`src/rtl/calc_pkg.sv`:
```
// Shared constants for the calculator counter blocks: counter boundary modes
// and the BCD digit range.
package calc_pkg;
  localparam int CNT_WRAP = 0;
  localparam int CNT_SAT  = 1;
  localparam int BCD_MAX  = 9;
endpackage

```
`src/rtl/ud_cnt_chain.sv`:
```
// Multi-digit counter: NDIGITS ud_cnt_mod stages rippling carry combinationally,
// least significant digit in the low bits of the Q and D buses.
module ud_cnt_chain
  import calc_pkg::*;
#(
  parameter int NDIGITS  = 2,
  parameter int WIDTH    = 4,
  parameter int MOD_MAX  = BCD_MAX,
  parameter int SATURATE = CNT_WRAP
) (
  input  logic                     CLK,
  input  logic                     RST,
  input  logic                     CE,
  input  logic                     CLR,
  input  logic                     LD,
  input  logic [NDIGITS*WIDTH-1:0] D,
  input  logic                     UD,
  output logic [NDIGITS*WIDTH-1:0] Q,
  output logic                     CO,
  output logic                     OVF,
  output logic [NDIGITS-1:0]       OVF_DIG
);

  logic [NDIGITS:0] w_ci;

  assign w_ci[0] = 1'b1;

  for (genvar g = 0; g < NDIGITS; g++) begin : g_dig
    ud_cnt_mod #(
      .WIDTH   (WIDTH),
      .MOD_MAX (MOD_MAX),
      .SATURATE(SATURATE)
    ) u_dig (
      .CLK(CLK),
      .RST(RST),
      .CE (CE),
      .CLR(CLR),
      .LD (LD),
      .D  (D[g*WIDTH +: WIDTH]),
      .UD (UD),
      .CI (w_ci[g]),
      .Q  (Q[g*WIDTH +: WIDTH]),
      .CO (w_ci[g+1]),
      .OVF(OVF_DIG[g])
    );
  end

  assign CO  = w_ci[NDIGITS];
  assign OVF = OVF_DIG[NDIGITS-1];

endmodule

```
`src/rtl/ud_cnt_mod.sv`:
```
// Up/down modulo counter with parallel load, synchronous clear, wrap or
// saturate at the boundaries, and combinational carry for cascading.
module ud_cnt_mod
  import calc_pkg::*;
#(
  parameter int WIDTH    = 4,
  parameter int MOD_MAX  = BCD_MAX,
  parameter int SATURATE = CNT_WRAP
) (
  input  logic             CLK,
  input  logic             RST,
  input  logic             CE,
  input  logic             CLR,
  input  logic             LD,
  input  logic [WIDTH-1:0] D,
  input  logic             UD,
  input  logic             CI,
  output logic [WIDTH-1:0] Q,
  output logic             CO,
  output logic             OVF
);

  localparam logic [WIDTH-1:0] MAXV = WIDTH'(MOD_MAX);
  localparam logic [WIDTH-1:0] ONE  = WIDTH'(1);

  logic [WIDTH-1:0] r_q;
  logic             r_ovf;
  logic [WIDTH-1:0] w_q_nxt;
  logic             w_ovf_nxt;
  logic             w_at_max;
  logic             w_at_min;

  assign w_at_max = (r_q == MAXV);
  assign w_at_min = (r_q == '0);

  // The boundary compare drives both the wrap and the carry, so a full-range
  // counter (MOD_MAX = 2^WIDTH-1) wraps explicitly rather than by overflow.
  always_comb begin
    w_q_nxt   = r_q;
    w_ovf_nxt = 1'b0;
    if (CLR) begin
      w_q_nxt = '0;
    end else if (CE && LD) begin
      w_q_nxt = (D > MAXV) ? MAXV : D;
    end else if (CE && CI) begin
      if (UD) begin
        if (!w_at_max) begin
          w_q_nxt = r_q + ONE;
        end else begin
          w_ovf_nxt = 1'b1;
          if (SATURATE == CNT_WRAP) w_q_nxt = '0;
        end
      end else begin
        if (!w_at_min) begin
          w_q_nxt = r_q - ONE;
        end else begin
          w_ovf_nxt = 1'b1;
          if (SATURATE == CNT_WRAP) w_q_nxt = MAXV;
        end
      end
    end
  end

  always_ff @(posedge CLK or posedge RST) begin
    if (RST) begin
      r_q   <= '0;
      r_ovf <= 1'b0;
    end else begin
      r_q   <= w_q_nxt;
      r_ovf <= w_ovf_nxt;
    end
  end

  assign Q   = r_q;
  assign OVF = r_ovf;
  assign CO  = CE & CI & ~LD & ~CLR & ((UD & w_at_max) | (~UD & w_at_min));

endmodule

```
`config.mk`:
```
export PLATFORM = sky130hd
export DESIGN_NAME = ud_cnt_chain
export DESIGN_NICKNAME = d
export VERILOG_FILES = /design/src/rtl/calc_pkg.sv /design/src/rtl/ud_cnt_chain.sv /design/src/rtl/ud_cnt_mod.sv
export SDC_FILE = /design/constraint.sdc
export NUM_CORES = 1
export LEC_CHECK = 0
export BUFFER_PORTS_ARGS = -buffer_cell sky130_fd_sc_hd__buf_4
export CELL_PAD_IN_SITES_DETAIL_PLACEMENT = 2
export CELL_PAD_IN_SITES_GLOBAL_PLACEMENT = 2
export CORE_MARGIN = 5
export CORE_UTILIZATION = 28
export CTS_BUF_LIST = sky130_fd_sc_hd__clkbuf_8
export CTS_CLUSTER_SIZE = 28
export DETAILED_ROUTE_END_ITERATION = 6
export PLACE_DENSITY_LB_ADDON = 0.1
export SYNTH_ARGS = -nofsm -noshare
export SYNTH_HDL_FRONTEND = slang
export SYNTH_HIERARCHICAL = 1
export SYNTH_SLANG_ARGS = --single-unit
export TNS_END_PERCENT = 1
```
`constraint.sdc`:
```
create_clock -name CLK -period 2 [get_ports CLK]
set_input_delay 0.2 -clock CLK [delete_from_list [all_inputs] [get_ports CLK]]
set_output_delay 0.2 -clock CLK [all_outputs]
set_load 0.02 [all_outputs]
```
# --- After elaboration in Yosys (flattened, before gate mapping) ---
# Index checks and enable logic that the tools add are counted.
word_totals:
  output_inout_bits: 12
  reg_bits: 10
  inputBits: 14
  elab_cells: 60
classes:
  eq_ne: 2
  n_reduce_logical: 6
  magnitude_cmp: 2
  n_bitwise: 16
  n_addsub: 4
  muxes: 26
ops:
  columns: ["op", "n"]
  rows:
  - ["2-to-1 mux 4 bit", 14]
  - ["2-to-1 mux 1 bit", 12]
  - ["bitwise AND 1 bit", 11]
  - ["adder 4 x 1 -> 4 bit (second input constant)", 2]
  - ["== test 4 bit (second input constant)", 2]
  - ["> comparator 4 bit (second input constant)", 2]
  - ["zero test 4 bit", 2]
  - ["subtractor 4 x 1 -> 4 bit (second input constant)", 2]
  - ["nonzero test 3 bit", 2]
  - ["NOT 1 bit", 3]
  - ["logical AND 1 bit", 2]
  - ["bitwise OR 1 bit", 2]

# --- Logic depth before layout (Yosys ltp) ---
logic_depth:
  depth_word: 8
  mapped_depth: 7
  mapped_depth_nobuf: 7

# --- Cells and area by module ---
# Netlist, hierarchy kept.
modules_own_cells:
  columns: ["module", "area_each_um2", "instances", "seq_area_each_um2", "cells_each"]
  rows:
  - ["ud_cnt_mod", 474.2, 2, 125.1, 53]
  - ["ud_cnt_chain", 11.3, 1, 0.0, 2]

# --- Worst setup path before layout ---
# Ideal clock, no wire load.
synth_path:
  path_type: "register to output"
  startpoint: "register g_dig[0].u_dig.r_q[3]"
  endpoint: "output port CO"
  required_ns: 1.800
  path_stages_with_launch: 7
  path_buffers: 1
  t_arrival_ns: 2.299
  slack_ns: -0.499
  cell_sequence: "dfrtp_1 buf_6 or3_4 a2111oi_2 nor2b_1 nand2_1 a2111oi_2"
synth_between:
  elab_chain_len: 8
  word_cells_on_any_way: 10
  classes_between: "eq/ne: 1; bitwise: 8; reduce/logical: 1"
synth_lines:
  columns: ["item", "line", "text"]
  rows:
  - ["start: declaration", "ud_cnt_mod.sv:26", "logic [WIDTH-1:0] r_q;"]
  - ["start signal: assignment", "ud_cnt_mod.sv:69", "r_q <= w_q_nxt;"]
  - ["== test 4 bit or zero test 4 bit (tied branches)", "ud_cnt_mod.sv:33, ud_cnt_mod.sv:34", null]
  - ["bitwise AND 1 bit", "ud_cnt_mod.sv:76", "assign CO = CE & CI & ~LD & ~CLR & ((UD & w_at_max) | (~UD & w_at_min));"]
  - ["bitwise OR 1 bit (*)", "ud_cnt_mod.sv:76", null]
  - ["bitwise AND 1 bit (*)", "ud_cnt_mod.sv:76", null]
  - ["net w_ci[1]", "ud_cnt_chain.sv:24", "logic [NDIGITS:0] w_ci;"]
  - ["bitwise AND 1 bit (*) (4 in series)", "ud_cnt_mod.sv:76", null]
  - ["end: declaration", "ud_cnt_chain.sv:19", "output logic CO,"]
# The timed path passes the listed nets; every way through them passes the cells marked *.

# --- Final worst setup path ---
layout_path:
  startpoint: "register g_dig[0].u_dig.r_q[0]"
  endpoint: "output port CO"
# The elaborated chain is that of the path after synthesis.

==> results.md <==
- Residual antenna-violating net count after detailed routing: 0
- Layout cells sized above 1: 45.3%
- I/O pin total: 26
- Final clock period utilization by the worst path: 112%
- Violated checks: setup timing
- Synth Cell Area: approximately 960 um^2
- Bufs on Longest Clock Path: 2
- Cell Chain, Critical Path: or3_4, a2111oi_4, nor2b_4, nand2_2, a2111oi_4, buf_4
- Top-area cell type share of the netlist area: between 20% and 30%
- Worst Max-Slew Pin Slew: about 0.67 ns
- GR Util All Layers: roughly 15%
- Arrival time of the worst setup path: 2.04 ns
- Capturing element type of the critical path: output pin
- Leakage: about 0.62 nW
- CTS tree: done
- Min Clock Period, post-route: approximately 2.2 ns
- Clk sink count: 10
- Ranking of synthesized cells by area: sky130_fd_sc_hd__dfrtp_1 26%, sky130_fd_sc_hd__buf_6 7.0%, sky130_fd_sc_hd__o21ai_0 6.3%, sky130_fd_sc_hd__a2111oi_2 6.3%, sky130_fd_sc_hd__nand2_1 3.9%
- Nets: 165
- Die Span Y: slightly below 70 um
- Initial Util: 28.8%
- Setup ws final: -0.242 ns
- Die outline width: 68.5 um
- ANT cells: 0
- Area growth, synth to finish: 42.4%
- Initial antenna violation count: 0
- Cell with the biggest individual delay on the critical path: sky130_fd_sc_hd__dfrtp_2
- Pin count of the biggest net entering global routing: 15
- Final std cells w/o fill: 196
- Routed wire length per instance: 16.3 um
- Average footprint of a synthesized cell: between 8 and 9 um^2
- Wire length of the first global-routing pass: between 5000 and 6000 um
- Worst setup skew after layout: approximately 0.0082 ns
- Path class of the lowest-slack min-delay path: in2reg
- DRC: 0
- Deepest level of the CTS H-tree: 1
- Most common library cell in the layout ignoring fill and taps: sky130_fd_sc_hd__buf_4
- Vias in the first global route: about 1100
- Cell family contributing the most delay on the critical path: simple AND/OR/NAND/NOR gates
- Largest stage delay on the critical path: a little over 0.4 ns
- Run status: finished with violations
- Placement-stage cell area: 0.00130 mm^2
- Max-cap violation count: 0
- Yosys top cell by area: sky130_fd_sc_hd__dfrtp_1
- Total of endpoints with negative setup slack in the final report: 4
- Root Buffer Master: sky130_fd_sc_hd__clkbuf_8
- CP Launch Type: flop
- HPWL after DPL: around 2500 um
- Total number of placement rows: 21
- Routed vias: about 1000
- Final hold violation count: 0
- Fmax: between 400 and 500 MHz
- Worst Setup Slack post-DPL: -0.0552 ns
- First-iteration detailed-routing DRC count: 50
- Final std cell area, no fill: approximately 0.0014 mm^2
- Cell Pwr Density: about 460 mW/mm^2
- Routed Wire Length: roughly 3200 um
- Total gr overflow: 0
- Share of the core filled with cells in the final layout: between 40% and 50%
- Count of buffers from port buffering: 25
- Largest vdd supply drop: 0.240 mV
- Core area: approximately 0.0033 mm^2
- Required time at the worst-slack endpoint: 1.80 ns
- Cell repeated most along the worst path: sky130_fd_sc_hd__a2111oi_4
- Total CTS buffers: 3
- Final Wtd Congestion: between 0.7 and 0.8
- DIE AREA: 0.00470 mm^2
- Number of optimization iterations in the first detailed-route pass: 2
- WP buf/inv: 1
- Max Transition Viols Final: 0
- Number of distinct library cell variants in the gate-level netlist after synthesis: 32
- Final Power: ~0.63 mW
- Number of instances in the synthesized netlist: roughly 110
- Part of the Yosys area used for sequential elements: 26.1%
- Total of fill cells in the finished design: between 300 and 400
- Number of cells after detailed placement: 190
- Worst-Skew Late Latency: between 0.2 and 0.25 ns
- Clock-pin transition on the worst setup and hold timing paths: roughly 0.05 ns
- Flop and latch count out of synthesis: 10
- Leading cell types in the layout, fill and taps excluded: 45 x sky130_fd_sc_hd__buf_4, 12 x sky130_fd_sc_hd__o21ai_0, 9 x sky130_fd_sc_hd__nand2_1
- Unrepaired setup endpoints after global routing: true
- Mean number of vias per cell: about 5
- Highest net fanout along the worst path: 2
- Relative slew slack: 54.9%
- Number of warnings issued by yosys: 6
- Crit path kind: reg2out
-- power breakdown --
part / internal (mW) / switching (mW)
registers: 0.211 / 0.00878
clock network: 0.134 / 0.0752
logic: 0.0978 / 0.0998
-- layout make-up --
cell class              count  area, um^2  area share, %
inverters                   4        15.0           1.10
well taps                  46        57.6           4.21
flip-flops and latches     10         253           18.5
repair buffers             46         348           25.5
clock buffers               3        41.3           3.02
multi-input cells          86         648           47.4
clock inverters             1        3.75          0.275
-- what timing repair did --
| item | CTS | global route |
|---|---|---|
| resized for setup | 0 | 0 |
| setup buffers | 1 | 0 |
| hold buffers | 1 | 0 |
| hold endpoints to repair | 10 | 0 |
| setup endpoints to repair | 4 | 6 |
| pin swaps | 3 | 1 |
-- routing by layer --
layer	vias up	wire, um	GRT usage (%)
met5	-	0	0
met1	480	1550	20.5
met3	0	156	2.11
met4	0	0	2.23
met2	22	1490	24.1
li1	476	-	-
-- final timing paths --
kind	from	endpoint	slack, ns	cells past startpoint
min	D[3]	g_dig[0].u_dig/Q[3]	0.30	3
max in group asynchronous	RST	g_dig[0].u_dig/Q[3]	1.36	3
max reg2reg	g_dig[0].u_dig/Q[0]	g_dig[1].u_dig/Q[3]	-0.11	7
max	g_dig[0].u_dig/Q[0]	CO	-0.24	6
min reg2reg	g_dig[1].u_dig/Q[3]	g_dig[1].u_dig/OVF	0.60	2
min in group asynchronous	RST	g_dig[1].u_dig/OVF	0.44	3
-- flip-flops by register name, indices dropped and copies added (netlist names) --
signal           cells
g_dig.u_dig/Q        8
g_dig.u_dig/OVF      2
-- through the flow --
step / setup TNS, ns / hold slack, ns
final: -0.468 / 0.297
after global placement: -0.0271 / 0.121
after global routing: -0.852 / 0.304
after CTS: -0.696 / 0.296
after floorplan: -0.179 / -0.0216
after detailed placement: -0.0666 / 0.122
-- worst register-to-register path: cells and delay by family (launching register included) --
family	cells	cell delay [ns]
and+or+nand+nor	2	0.48
buffers and inverters	1	0.16
AOI/OAI and AO/OA	4	0.95
DFF	1	0.41
-- cells by family (layout without fill, tap and decap cells) --
group	count (synthesis)	after routing	share of synthesized area [%]
xor+xnor	4	4	3.65
other cells	1	2	0.391
simple gates	38	38	25.6
mux	2	2	2.35
flops	10	10	26.1
buf+inv	13	54	10.4
compound gates	40	40	31.6
-- synth_stat cells (all sizes together) --
master,number
o21ai,14
dfrtp,10
nand2,10
buf,9
nor2b,6
a2111oi,4
a21oi,4
and3b,4
inv,4
nor2,4
o21a,4
a211o,2
a211oi,2
a21boi,2
a221o,2
a22oi,2
a31o,2
and2b,2
and3,2
and4b,2
mux2,2
nand3,2
nand3b,2
nor3,2
o22ai,2
or3,2
xnor2,2
xor2,2
conb,1
No activity file was read; power rests on OpenSTA's default activity.
